$ cat config.mk
export PLATFORM = sky130hd
export DESIGN_NAME = sdram_arbiter
export DESIGN_NICKNAME = d
export VERILOG_FILES = /design/src/rtl/sdram_arbiter.sv
export SDC_FILE = /design/constraint.sdc
export NUM_CORES = 1
export LEC_CHECK = 0
export ABC_AREA = 1
export BUFFER_PORTS_ARGS = -buffer_cell sky130_fd_sc_hd__buf_2
export CAP_MARGIN = 25
export CORE_ASPECT_RATIO = 0.6
export CORE_MARGIN = 2
export CORE_UTILIZATION = 48
export DETAILED_ROUTE_END_ITERATION = 6
export PLACE_DENSITY = 0.82
export RECOVER_POWER = 25
export SYNTH_ARGS = -nofsm -noshare
export SYNTH_HDL_FRONTEND = slang
export SYNTH_SLANG_ARGS = --single-unit
$ cat constraint.sdc
create_clock -name clk_p -period 2.7 [get_ports clk_p]
set_input_delay 0 -clock clk_p [delete_from_list [all_inputs] [get_ports clk_p]]
set_output_delay 0 -clock clk_p [all_outputs]
set_load 0.02 [all_outputs]
$ cat src/rtl/sdram_arbiter.sv
// Round-robin two-port arbiter and access sequencer in front of the SDRAM controller.
// Masks the stale ready left over from the previous access and aborts hung accesses.
// state  | meaning
// IDLE   | waiting for init_done and a request; picks the owner
// ISSUE  | first cycle of the access; controller ready is still stale
// WAIT   | rd/we held until ready or watchdog expiry
// ACK    | one-cycle ack to the owner
module sdram_arbiter #(
  parameter int AW      = 21,
  parameter int DW      = 16,
  parameter int TIMEOUT = 255
) (
  input  logic          clk_p,
  input  logic          reset,
  input  logic          mem_init_done,
  input  logic          m0_stb,
  input  logic          m0_we,
  input  logic [1:0]    m0_sel,
  input  logic [AW:1]   m0_adr,
  input  logic [DW-1:0] m0_dat_i,
  output logic [DW-1:0] m0_dat_o,
  output logic          m0_ack,
  input  logic          m1_stb,
  input  logic          m1_we,
  input  logic [1:0]    m1_sel,
  input  logic [AW:1]   m1_adr,
  input  logic [DW-1:0] m1_dat_i,
  output logic [DW-1:0] m1_dat_o,
  output logic          m1_ack,
  output logic          mem_rd,
  output logic          mem_we,
  output logic [1:0]    mem_sel,
  output logic [AW:1]   mem_adr,
  output logic [DW-1:0] mem_dout,
  input  logic [DW-1:0] mem_din,
  input  logic          mem_ready,
  output logic [1:0]    grant,
  output logic          timeout_err
);

  localparam int WW = (TIMEOUT > 1) ? $clog2(TIMEOUT + 1) : 1;
  localparam logic [WW-1:0] WD_LIMIT = WW'(TIMEOUT);

  typedef enum logic [1:0] {S_IDLE, S_ISSUE, S_WAIT, S_ACK} state_t;

  state_t        state;
  logic          owner;
  logic          last_owner;
  logic [WW-1:0] wdog;
  logic          pick;

  // On a tie the port that did not complete last wins.
  always_comb begin
    pick = 1'b0;
    if (m0_stb && m1_stb) pick = ~last_owner;
    else                  pick = m1_stb;
  end

  always_ff @(posedge clk_p or posedge reset) begin
    if (reset) begin
      state       <= S_IDLE;
      owner       <= 1'b0;
      last_owner  <= 1'b1;
      wdog        <= '0;
      mem_rd      <= 1'b0;
      mem_we      <= 1'b0;
      mem_sel     <= 2'b00;
      mem_adr     <= '0;
      mem_dout    <= '0;
      grant       <= 2'b00;
      m0_ack      <= 1'b0;
      m1_ack      <= 1'b0;
      m0_dat_o    <= '0;
      m1_dat_o    <= '0;
      timeout_err <= 1'b0;
    end else begin
      m0_ack      <= 1'b0;
      m1_ack      <= 1'b0;
      timeout_err <= 1'b0;
      case (state)
        S_IDLE: begin
          if (mem_init_done && (m0_stb || m1_stb)) begin
            owner    <= pick;
            mem_adr  <= pick ? m1_adr   : m0_adr;
            mem_sel  <= pick ? m1_sel   : m0_sel;
            mem_dout <= pick ? m1_dat_i : m0_dat_i;
            mem_we   <= pick ? m1_we    : m0_we;
            mem_rd   <= pick ? ~m1_we   : ~m0_we;
            grant    <= pick ? 2'b10    : 2'b01;
            state    <= S_ISSUE;
          end
        end
        S_ISSUE: begin
          wdog  <= '0;
          state <= S_WAIT;
        end
        S_WAIT: begin
          if (mem_ready) begin
            if (mem_rd) begin
              if (owner) m1_dat_o <= mem_din;
              else       m0_dat_o <= mem_din;
            end
            mem_rd     <= 1'b0;
            mem_we     <= 1'b0;
            last_owner <= owner;
            m0_ack     <= ~owner;
            m1_ack     <= owner;
            state      <= S_ACK;
          end else if ((TIMEOUT != 0) && (wdog == WD_LIMIT)) begin
            // Abort: reads return all-ones so the master sees a recognisable value.
            if (mem_rd) begin
              if (owner) m1_dat_o <= '1;
              else       m0_dat_o <= '1;
            end
            mem_rd      <= 1'b0;
            mem_we      <= 1'b0;
            timeout_err <= 1'b1;
            m0_ack      <= ~owner;
            m1_ack      <= owner;
            state       <= S_ACK;
          end else begin
            wdog <= wdog + 1'b1;
          end
        end
        S_ACK: begin
          grant <= 2'b00;
          state <= S_IDLE;
        end
        default: state <= S_IDLE;
      endcase
    end
  end

endmodule
==> qor.yml, run 1 <==
dieArea_um2: 9440
layout_min_cycle_time_ns: 2.40
yosys-top-cells-count: "221 x nand2_1, 89 x dfrtp_1, 46 x nand3_1"
grt_pass1_vias: 4658
viasPerCell: 5.33
ant_nets: 0
status: "complete, but fails checks"
r2r-start: "state[1]"
syn_avg_cell_area_um2: 8.41
synth.net_count: 602
clk_pin_slew_ns: 0.07
syn_area_um2: 4160
yosys_warnings: 0
routed_wirelength_um: 14200
insertion_delay_ns: 0.34
overflow: 0
cap_violations: 1
r2r-end: "mem_adr[1]"
drive_gt1_share_pct: 30.9
drc: 0
hold_depth: 4
initial_utilization_pct: 49.1
first_pass_iters: 5
power_density_nw_per_um2: 1070
critPathBufInv: 3
antenna_found_initial: 0
globalplace.congestion: 0.866
core_area_um2: 8460
min_period_over_period_pct: 89.0
dr_total_vias: 4603
hold_viol: 0
portBuffers: 179
power_mw: 6.68
yosysSeqAreaShare_pct: 54.2
ioPinCount: 180
worst_slew_pin_slew_ns: 1.99
critical_path_peak_fanout: 31
synthArstFlopShare_pct: 100
fin_worst_skew_ns: 0.00467
fmax_mhz: 416
synth_edf_count: 0
crit_slowest_cell: "dlygate4sd3_1"
clockBufferDepth: 2
cts_sinks: 90
slew_headroom_pct: -32.8
violations: "max-capacitance violations, max-slew violations"
synth_top_area_share_pct: 53.6
syn2layout_area_growth_pct: 50.3
endpoint_kind: "flip-flop"
dp_hpwl_um: 7970
ff2ff_path_depth: 8
critPathTopFamily: "buffers and inverters"
ys_ff_latch: 90
die_w_um: 124
std_cell_rows: 26
synthFlopType: "dfrtp_1"
htreeDepth: 3
setup_violations: 0
cts_resized: 0
grt_pass1_wl_um: 23300
r2r_slack_ns: 0.30
cts_buffers: 9
diodes: 0
grt_max_degree: 91
yosysTopAreaCell: "dfrtp_1"
start_kind: "flip-flop"
nets: 854
vdd_drop_max_mv: 0.596
crit_arrival_ns: 2.68
yosysUniqueCellTypes: 31
drt_iter0_drc: 367
cts_setup_buffers: 0
min_to: "m0_dat_o[2]"
synth_most_common_cell: "nand2_1"
syn_inst: 494
cts_tree: "done"
path_cells: "inv_1, ha_1, o211ai_4, nor2_2, buf_12, nand2_1, nand3_1, dlygate4sd3_1"
synth.area.top_cells: "dfrtp_1 54%, nand2_1 20%, nand3_1 5.5%, nand4_1 4.8%, or2_2 2.4%"
hold_class: "in2reg"
die_h_um: 76.1
wl_per_cell_um: 16.5
rsz0062_at_grt: "no"
cp.required_ns: 2.97
grtUsageTotal_pct: 32.2
cts-root-buf: "clkbuf_16"
worstSetupPathType: "reg2reg"
crit_path_max_incr_delay_ns: 0.60
holdCritStartpoint: "mem_din[2]"
slew_violations: 91
finalSetupTns_ns: 0
p_leak_nw: 3.38
-- cell type report --
type                            count  area [um2]
Inverter                           17        65.1
Timing Repair Buffer              266        1760
Tap cell                          112         140
Clock buffer                       12         267
Fill cell                         562        2210
Multi-Input combinational cell    362        1710
Clock inverter                      4        48.8
Sequential cell                    90        2250
-- power by group --
group / internal [mW] / leakage (nW) / switching [mW] / total [mW]
clock network: 0.791 / 0.159 / 0.518 / 1.31
registers: 1.91 / 1.15 / 0.377 / 2.28
logic: 1.23 / 2.08 / 1.86 / 3.09
-- flip-flops by register name, indices dropped and copies added (netlist names) --
| register | count |
|---|---|
| grant | 2 |
| last_owner | 1 |
| m0_ack | 1 |
| m0_dat_o | 16 |
| m1_ack | 1 |
| m1_dat_o | 16 |
| mem_adr | 21 |
| mem_dout | 16 |
| mem_rd | 1 |
| mem_sel | 2 |
| mem_we | 1 |
| owner | 1 |
| state | 2 |
| timeout_err | 1 |
| wdog | 8 |
-- cell usage in the layout (no fill, tap or decap), types with 3 or more instances in the layout --
| master | synthesis | final |
|---|---|---|
| buf_2 | 8 | 179 |
| clkbuf_8 | 0 | 3 |
| buf_4 | 5 | 4 |
| or2_2 | 16 | 16 |
| inv_1 | 12 | 11 |
| o21ai_0 | 7 | 7 |
| dlygate4sd3_1 | 0 | 81 |
| inv_2 | 4 | 4 |
| nand4_1 | 32 | 32 |
| clkbuf_16 | 0 | 9 |
| nor2_1 | 12 | 11 |
| nand2_1 | 221 | 221 |
| dfrtp_1 | 89 | 89 |
| ha_1 | 6 | 6 |
| nor2_2 | 2 | 3 |
| nand3_1 | 46 | 46 |
-- worst max path at each step --
stage                   from      endpoint  depth (start not counted)
floorplan              reset      grant[0]                          1
global placement    state[0]   m0_dat_o[4]                          7
detailed placement  state[0]   m0_dat_o[4]                          7
CTS                 state[1]   mem_dout[2]                          8
global route           reset  m1_dat_o[14]                          4
finish              state[1]    mem_adr[1]                          8
-- metal layers --
metal	up-vias	share of wire (%)	GRT usage, %	wire length, um
met3	45	9.1	10.4	1290
met5	-	0	0	0
met4	0	2.9	11.3	410
li1	2102	-	-	-
met1	2169	39	40.8	5560
met2	287	49	51.8	6960
-- repair_timing --
item | 4_1_cts | 5_1_grt
endpoints found under the hold margin | 130 | 0
endpoints found under the setup margin | 0 | 0
hold buffers | 81 | 0
-- through the flow --
step	hold WS [ns]	cells	setup WS (ns)	util (%)	area, um2
6_report	0.0169	863	0.296	73.9	6250
5_1_grt	0.0115	863	0.165	73.9	6250
4_1_cts	0.0120	863	0.403	74.1	6260
3_5_place_dp	0.155	766	0.799	60.7	5140
3_3_place_gp	0.139	766	0.924	60.7	5140
2_1_floorplan	0.0708	494	0.366	-	4160
-- worst min-delay path: cells and delay by family --
family,cells,cell delay (ns)
buffers and inverters,1,0.08
AND/OR/NAND/NOR,3,0.25
-- cells by family (layout without fill, tap and decap cells) --
family          count (synthesis)  count (layout)  synth area share [%]
compound gates                 14              14                  1.99
xor+xnor                        4               4                 0.843
fa+ha+maj                       6               6                  1.81
buf+inv                        42             299                  4.85
flops                          90              90                  54.2
simple gates                  338             338                  36.3
Note: power is estimated with default switching activity, not from simulation.
==> inputs of run 2 (changes only) <==
--- a/config.mk
+++ b/config.mk
@@ -17,3 +17,4 @@
 export SYNTH_ARGS = -nofsm -noshare
 export SYNTH_HDL_FRONTEND = slang
 export SYNTH_SLANG_ARGS = --single-unit
+export TNS_END_PERCENT = 1
==> constraint.sdc (replaced) <==
create_clock -name clk_p -period 2.4 [get_ports clk_p]
set_input_delay 0 -clock clk_p [delete_from_list [all_inputs] [get_ports clk_p]]
set_output_delay 0 -clock clk_p [all_outputs]
set_load 0.02 [all_outputs]
==> qor.yml, run 2 (synthesis gave the netlist of run 1 again) <==
cts-root-buf: "clkbuf_16"
grtUsageTotal_pct: 31.9
fin_util_pct: 73.8
std_cell_rows: 26
diodes: 0
slew_violations: 0
power_density_nw_per_um2: 1190
status: "completed"
core_area_um2: 8460
ant_nets: 0
top_layer: "met4"
viasPerCell: 5.51
die_h_um: 76.1
grt_pass1_vias: 4705
first_pass_iters: 6
cp.required_ns: 2.66
die_w_um: 124
nets: 864
portBuffers: 179
cts_buffers: 9
endpoint_kind: "flip-flop"
drc: 0
initial_utilization_pct: 49.1
cts_tree: "done"
p_leak_nw: 3.20
placed_area_um2: 5140
clk_pin_slew_ns: 0.07
hold_depth: 4
dieArea_um2: 9440
antenna_found_initial: 0
regMostFlops: "mem_adr"
ff2ff_path_depth: 8
fin_worst_skew_ns: 0.00851
routed_wirelength_um: 15400
r2r_slack_ns: 0.08
fmax_mhz: 430
final_common_cell: "nand2_1"
dr_wl_met3_um: 1480
drive_gt1_share_pct: 23.6
setup_violations: 0
syn2layout_area_growth_pct: 50.3
min_period_over_period_pct: 96.8
clockBufferDepth: 2
critical_path_peak_fanout: 33
crit_arrival_ns: 2.58
grt_max_degree: 51
worst_slew_pin_slew_ns: 0.923
fin_area_um2: 6250
largest_reg_flops: 21
hold_viol: 0
r2r-start: "state[0]"
dr_wl_met2_um: 7500
regArea_um2: 2250
wl_per_cell_um: 17.7
multi_input_area_um2: 1730
dr_total_vias: 4803
holdCritStartpoint: "m1_we"
htreeDepth: 3
vdd_drop_max_mv: 0.637
overflow: 0
ioPinCount: 180
insertion_delay_ns: 0.33
hold_class: "in2reg"
slew_headroom_pct: 38.4
drt_iter0_drc: 438
start_kind: "flip-flop"
dp_hpwl_um: 8180
r2r-end: "mem_dout[6]"
final_cell_mix: "221 x nand2_1, 115 x buf_2, 89 x dfrtp_1"
nFillCells: 569
grt_pass1_wl_um: 23400
met1Wirelength_um: 5710
whs_ns: 0.0256
worstSetupPathType: "reg2reg"
cts_sinks: 90
cap_violations: 0
min_to: "mem_rd"
globalplace.congestion: 0.886
layout_min_cycle_time_ns: 2.32
[run 2: power by group]
part | switching (mW) | total, mW | internal (mW)
clock | 0.572 | 1.37 | 0.800
combinational | 2.20 | 3.48 | 1.28
sequential | 0.451 | 2.60 | 2.14
total | 3.22 | 7.44 | 4.22
[run 2: critical path: stages, from the launching register on]
cell	delay [ns]
dfrtp_1	0.42
inv_1	0.12
ha_2	0.26
o211ai_4	0.16
nor2_4	0.25
buf_12	0.23
nand2_1	0.09
nand3_1	0.10
dlygate4sd3_1	0.59
[run 2: repair_timing]
item / CTS / global route
setup buffers: 0 / 9
gates resized for setup: 0 / 4
setup endpoints to repair: 0 / 37
hold endpoints to repair: 87 / 0
hold buffers: 80 / 0
[run 2: cell type report]
cell class                 count  share of cell area (%)
clock buffer                  10                    3.67
clock inverter                 5                   0.901
inverter                      17                    1.04
multi-input combinational    363                    27.7
sequential                    90                    36.1
tap                          112                    2.24
timing repair buffer         275                    28.3
[run 2: worst max-delay path by stage]
stage             start      endpoint  slack [ns]  cells past startpoint
2_1_floorplan     reset      grant[0]        0.07                      1
3_3_place_gp   state[0]  m0_dat_o[11]        0.52                      7
3_5_place_dp   state[0]  m1_dat_o[10]        0.42                      7
4_1_cts        state[0]   mem_adr[15]        0.02                      8
5_1_grt        state[0]  mem_dout[14]      -0.007                      8
6_report       state[0]   mem_dout[6]        0.08                      8
[run 2: routing by layer]
metal	GRT usage [%]	vias to the layer above
met5	0	-
met4	16.4	0
li1	-	2128
met3	10.3	72
met2	51.0	343
met1	38.6	2260
[run 2: per-stage QoR]
| step | worst slack (ns) | cells | setup TNS (ns) | power, mW |
|---|---|---|---|---|
| after floorplan | 0.0664 | 494 | 0 | 4.35 |
| after global placement | 0.518 | 767 | 0 | 5.28 |
| after detailed placement | 0.418 | 767 | 0 | 5.38 |
| after CTS | 0.0218 | 862 | 0 | 7.26 |
| after global routing | -0.00713 | 872 | -0.00713 | 7.87 |
| final | 0.0768 | 872 | 0 | 7.44 |
